--- src/rtl/fprint_mem_pkg.sv ---
// Shared types and defaults for the fingerprint memory copy master.
// The state enum, default bus widths and the all-ones byteenable constant live here.
package fprint_mem_pkg;

    localparam int ADDR_W_DEF = 19;
    localparam int DATA_W_DEF = 32;
    localparam int BE_W_DEF   = DATA_W_DEF / 8;

    localparam logic [BE_W_DEF-1:0] BE_ALL_ONES = {BE_W_DEF{1'b1}};

    typedef enum logic [2:0] {
        ST_IDLE = 3'd0,
        ST_RD   = 3'd1,
        ST_CAP  = 3'd2,
        ST_WR   = 3'd3,
        ST_FIN  = 3'd4
    } state_e;

endpackage

--- src/rtl/onchip_memory_copy_master.sv ---
// Avalon-MM master copying a block of words read/write-alternately through a
// single-port memory, accumulating an additive checksum of every word read.
module onchip_memory_copy_master
    import fprint_mem_pkg::*;
#(
    parameter int ADDR_W = ADDR_W_DEF,
    parameter int DATA_W = DATA_W_DEF
) (
    input  logic                  clk,
    input  logic                  reset_n,
    input  logic                  start,
    input  logic                  abort,
    input  logic [ADDR_W-1:0]     src_addr,
    input  logic [ADDR_W-1:0]     dst_addr,
    input  logic [ADDR_W-1:0]     len_words,
    output logic                  busy,
    output logic                  done,
    output logic                  aborted,
    output logic [DATA_W-1:0]     checksum,
    output logic [ADDR_W-1:0]     avm_address,
    output logic                  avm_read,
    output logic                  avm_write,
    output logic [DATA_W-1:0]     avm_writedata,
    output logic [DATA_W/8-1:0]   avm_byteenable,
    input  logic [DATA_W-1:0]     avm_readdata,
    input  logic                  avm_waitrequest
);

    state_e              state_q;
    logic [ADDR_W-1:0]   src_q;
    logic [ADDR_W-1:0]   dst_q;
    logic [ADDR_W-1:0]   len_q;
    logic [ADDR_W-1:0]   idx_q;
    logic [ADDR_W-1:0]   addr_q;
    logic [DATA_W-1:0]   data_q;
    logic [DATA_W-1:0]   sum_q;
    logic                busy_q;
    logic                done_q;
    logic                aborted_q;
    logic                rd_q;
    logic                wr_q;

    logic [ADDR_W-1:0]   idx_inc_d;
    logic [ADDR_W-1:0]   rd_addr_d;
    logic [ADDR_W-1:0]   wr_addr_d;
    logic                last_word_d;

    // Index increment and wrapped word addresses used by the FSM
    always_comb begin
        idx_inc_d   = idx_q + {{(ADDR_W-1){1'b0}}, 1'b1};
        rd_addr_d   = src_q + idx_inc_d;
        wr_addr_d   = dst_q + idx_q;
        last_word_d = (idx_inc_d == len_q);
    end

    // Copy FSM; every bus and status output is a register updated here
    always_ff @(posedge clk or negedge reset_n) begin
        if (!reset_n) begin
            state_q   <= ST_IDLE;
            src_q     <= {ADDR_W{1'b0}};
            dst_q     <= {ADDR_W{1'b0}};
            len_q     <= {ADDR_W{1'b0}};
            idx_q     <= {ADDR_W{1'b0}};
            addr_q    <= {ADDR_W{1'b0}};
            data_q    <= {DATA_W{1'b0}};
            sum_q     <= {DATA_W{1'b0}};
            busy_q    <= 1'b0;
            done_q    <= 1'b0;
            aborted_q <= 1'b0;
            rd_q      <= 1'b0;
            wr_q      <= 1'b0;
        end else begin
            done_q <= 1'b0;
            case (state_q)
                ST_IDLE: begin
                    if (start) begin
                        src_q     <= src_addr;
                        dst_q     <= dst_addr;
                        len_q     <= len_words;
                        idx_q     <= {ADDR_W{1'b0}};
                        sum_q     <= {DATA_W{1'b0}};
                        aborted_q <= 1'b0;
                        if (len_words != {ADDR_W{1'b0}}) begin
                            state_q <= ST_RD;
                            busy_q  <= 1'b1;
                            rd_q    <= 1'b1;
                            addr_q  <= src_addr;
                        end else begin
                            state_q <= ST_FIN;
                            done_q  <= 1'b1;
                        end
                    end
                end
                ST_RD: begin
                    if (!avm_waitrequest) begin
                        rd_q    <= 1'b0;
                        state_q <= ST_CAP;
                    end
                end
                ST_CAP: begin
                    // Read data is valid exactly one cycle after the read was accepted
                    data_q  <= avm_readdata;
                    sum_q   <= sum_q + avm_readdata;
                    wr_q    <= 1'b1;
                    addr_q  <= wr_addr_d;
                    state_q <= ST_WR;
                end
                ST_WR: begin
                    if (!avm_waitrequest) begin
                        wr_q  <= 1'b0;
                        idx_q <= idx_inc_d;
                        if (last_word_d) begin
                            state_q <= ST_FIN;
                            busy_q  <= 1'b0;
                            done_q  <= 1'b1;
                        end else if (abort) begin
                            state_q   <= ST_FIN;
                            busy_q    <= 1'b0;
                            done_q    <= 1'b1;
                            aborted_q <= 1'b1;
                        end else begin
                            state_q <= ST_RD;
                            rd_q    <= 1'b1;
                            addr_q  <= rd_addr_d;
                        end
                    end
                end
                ST_FIN: begin
                    state_q <= ST_IDLE;
                end
                default: begin
                    state_q <= ST_IDLE;
                    busy_q  <= 1'b0;
                    rd_q    <= 1'b0;
                    wr_q    <= 1'b0;
                end
            endcase
        end
    end

    assign busy           = busy_q;
    assign done           = done_q;
    assign aborted        = aborted_q;
    assign checksum       = sum_q;
    assign avm_address    = addr_q;
    assign avm_read       = rd_q;
    assign avm_write      = wr_q;
    assign avm_writedata  = data_q;
    assign avm_byteenable = {(DATA_W/8){1'b1}};

endmodule
--- config.mk ---
export PLATFORM = sky130hd
export DESIGN_NAME = onchip_memory_copy_master
export DESIGN_NICKNAME = d
export VERILOG_FILES = /design/src/rtl/fprint_mem_pkg.sv /design/src/rtl/onchip_memory_copy_master.sv
export SDC_FILE = /design/constraint.sdc
export NUM_CORES = 1
export LEC_CHECK = 0
export BUFFER_PORTS_ARGS = -buffer_cell sky130_fd_sc_hd__buf_2
export CORE_ASPECT_RATIO = 0.6
export CORE_MARGIN = 2
export CORE_UTILIZATION = 31
export CTS_CLUSTER_DIAMETER = 60
export CTS_CLUSTER_SIZE = 8
export DETAILED_ROUTE_END_ITERATION = 12
export HOLD_SLACK_MARGIN = 0.1
export PLACE_DENSITY_LB_ADDON = 0.05
export SLEW_MARGIN = 20
export SYNTH_ARGS = -nofsm -noshare
export SYNTH_HDL_FRONTEND = slang
export SYNTH_SLANG_ARGS = --single-unit
--- constraint.sdc ---
create_clock -name clk -period 8.6 [get_ports clk]
set_clock_uncertainty 0.05 [all_clocks]
set_input_delay 0.86 -clock clk [delete_from_list [all_inputs] [get_ports clk]]
set_output_delay 0.86 -clock clk [all_outputs]
set_load 0.03 [all_outputs]
==> results.toml <==
[pwr]
p_sw_share_pct = 47.7
pwr-share-seq_pct = 29.5
report.power.total_mw = 4.77
clkPwrFrac_pct = 16.8
p_int_mw = 2.49
power.switching_mw = 2.27
peakVddDrop_v = 0.000128
power_density_nw_per_um2 = 374
comb_power_share_pct = 53.7
p_leak_nw = 6.39

[clocking]
cts_buffers = 17
clock_sinks = 167
cts.path.max_buffers = 2
clk_latency_ns = 0.45
ctsHoldBuffers = 0
tritoncts = "yes"
ctsResizeCount = 0
htree_levels = 4
root_buffer = "clkbuf_16"
cts_setup_buffers = 0
cts.clk_slew.worst_paths_ns = 0.08

[drt]
vias_per_cell = 5.02
drt_iter0_drc = 714
wire_per_inst_um = 19.0
drc_errors = 0
ant_nets = 0
routed_wirelength_um = 35600
dr.pass1.iters = 5
vias = 9431

[synth]
synthCells = 1248
ys.flop_type = "dfrtp_1"
synth_edf_count = 0
synth_seq_area_share_pct = 38.8
synthTopCellsByArea = "dfrtp_1 (39%), nand2_1 (12%), ha_1 (7.9%)"
yosysTopAreaCellShare_pct = 38.8
syn_area_um2 = 10800
yosysTopAreaCell = "dfrtp_1"
ys_types = 73
ys_ff_latch = 167
yosysWarnings = 0
synth-async-reset-ratio_pct = 100
synth.avg_cell_area_um2 = 8.63

[critical_path]
critPathRequiredTime_ns = 8.88
cp-start-kind = "flop"
path_cells = "ha_1 -> nand3_1 -> nor3_1 -> xnor2_1 -> ha_1 -> o21ai_0 -> o21bai_1 -> a311oi_1 -> o21ai_0 -> a41oi_1 -> xnor2_1 -> a221o_1 -> mux2_4"
worst_ep_arrival_time_ns = 4.80
crit_fanout = 9
critical_path_class = "flop to flop"
crit_path_max_incr_delay_ns = 0.61
worstRegToRegCells = 13
worst_path_max_delay_cell = "nor3_1"
end_kind = "flop"

[grt]
overflow = 0
grt_pass1_wl_um = 55300
grt_start_max_net_pins = 70
grt_pass1_vias = 8908
antenna_found_initial = 0
grtUsageTotal_pct = 20.2

[sta]
final-setup-viol-count = 0
period_share_pct = 52.6
worst_slew_pin_slew_ns = 1.04
finalSetupTns_ns = 0
rsz0062_at_grt = "false"
timing.slew.headroom_pct = 30.4
max_freq_mhz = 221
period_needed_ns = 4.52
maxSlewViolCount = 0
hold_violations = 0
timing.final.ws_setup_ns = 4.08

[cells_and_area]
syn_to_final_growth_pct = 18.2
n_fill_cell = 3602
final-instance-count-excl-fill = 1877
fin_util_pct = 37.5
fin_nets = 1570
drive_gt1_share_pct = 17.9

[floorplanning]
dieArea_um2 = 36300
core_um2 = 34000
ios = 186
die_w_um = 245
start_util_pct = 31.7
num_rows = 52
die_h_um = 148

[placed_design]
dp_cells = 1845
globalplace.congestion = 0.848
place_ws_ns = 4.19
port_buffers = 181
dp_hpwl_um = 26800

[outcome]
status = "finished, final reports clean"

[flow_run]
cap_violations = 0

[hold_path]
hold_class = "input port to async pin"
## critical path, delay by kind of cell, from the launching register on
family          cells  cell delay (ns)
flops               1             0.56
fa+ha+maj           2             0.71
compound gates      6             1.55
simple gates        2             0.89
mux                 1             0.27
xor+xnor            2             0.39
## path summary, 6_finish.rpt
check | end | slack [ns] | from
max | avm_address[18]$_DFFE_PN0P_ | 4.08 | idx_q[0]$_DFFE_PN0P_
max in group asynchronous | checksum[26]$_DFFE_PN0P_ | 6.86 | reset_n
min reg2reg | avm_writedata[30]$_DFFE_PN0P_ | 0.42 | avm_writedata[30]$_DFFE_PN0P_
min | avm_writedata[5]$_DFFE_PN0P_ | 0.26 | reset_n
min in group clk | avm_writedata[30]$_DFFE_PN0P_ | 0.42 | avm_writedata[30]$_DFFE_PN0P_
max reg2reg | avm_address[18]$_DFFE_PN0P_ | 4.08 | idx_q[0]$_DFFE_PN0P_
## per-layer routing
metal / share of wire (%) / GRT usage [%] / up-vias / wire (um)
met2: 37 / 24.9 / 209 / 13000
met4: 0.76 / 3.51 / 0 / 272
met3: 5.4 / 5.29 / 15 / 1920
met5: 0 / 0 / - / 0
met1: 57 / 33.6 / 4519 / 20400
li1: - / - / 4688 / -
## logic make-up (layout without fill, tap and decap cells)
kind of cell / count (synthesis) / after routing / synth area share, %
AOI/OAI and AO/OA: 277 / 277 / 16.9
xor gates and xnor gates: 86 / 86 / 7.77
adders and majority gates: 71 / 71 / 8.45
buffers and inverters: 87 / 253 / 3.37
DFF: 167 / 167 / 38.8
muxes: 26 / 26 / 2.94
other: 1 / 5 / 0.0348
and+or+nand+nor: 533 / 533 / 21.8
## registers in the layout, summed over array words and instances, names as in the netlist
register	cells
len_q	19
avm_read	1
done	1
state_q	3
dst_q	19
checksum	32
aborted	1
idx_q	19
avm_writedata	32
busy	1
avm_address	19
avm_write	1
src_q	19
## area by class of cell
type / instances / area (um^2) / area share [%]
antenna: 1 / 2.50 / 0.0197
clock buffer: 21 / 470 / 3.69
clock inverter: 10 / 121 / 0.953
inverter: 29 / 109 / 0.855
multi-input combinational: 997 / 6270 / 49.3
sequential: 167 / 4180 / 32.8
tap: 459 / 574 / 4.51
timing repair buffer: 193 / 1000 / 7.87
## per-stage QoR
stage / hold WS, ns / cell area, um^2
after detailed placement: 0.407 / 12100
final: 0.264 / 12700
after CTS: 0.275 / 12700
after global routing: 0.284 / 12700
after global placement: 0.404 / 12100
after floorplan: 0.402 / 10800
## synthesized netlist by cell type (7+ instances only)
library cell	instances
mux2_4	10
nor2_1	54
a22o_1	11
mux2i_1	11
buf_1	8
dfrtp_1	167
nand2b_1	16
xor2_1	37
o211ai_1	11
xnor2_1	43
o22ai_1	8
o21a_1	7
a21oi_1	46
nand2_1	347
nand3_1	25
a21o_1	22
a211oi_1	10
nand4_1	8
nor3_1	19
ha_1	68
and3_1	13
o21ai_0	91
o21bai_1	9
inv_1	29
o31ai_1	9
clkbuf_1	41
or3_1	8
a31oi_1	10
nor4_1	13
## layout by cell type, fill, tap and decap left out, types with 9 or more instances in the layout
cell type,instances
o21bai_1,9
inv_1,29
buf_4,12
dfrtp_1,167
xor2_1,37
a21o_1,22
nor4_1,13
nand3_1,25
and3_1,13
clkbuf_16,17
buf_2,180
mux2i_1,11
nand2_1,347
a21oi_1,46
a211oi_1,10
nor3_1,18
o211ai_1,11
ha_1,68
a31oi_1,10
o31ai_1,9
nor2_1,52
nand2b_1,15
a22o_1,11
mux2_4,10
xnor2_1,43
o21ai_0,91
## power groups by stage
stage	Sequential, mW	Combinational [mW]	Clock [mW]
floorplan	1.70	1.47	0
global placement	1.42	2.56	0
detailed placement	1.42	2.56	0
CTS	1.41	2.57	0.832
global route	1.45	2.84	0.864
finish	1.41	2.56	0.802
Note: power is estimated with default switching activity, not from simulation.
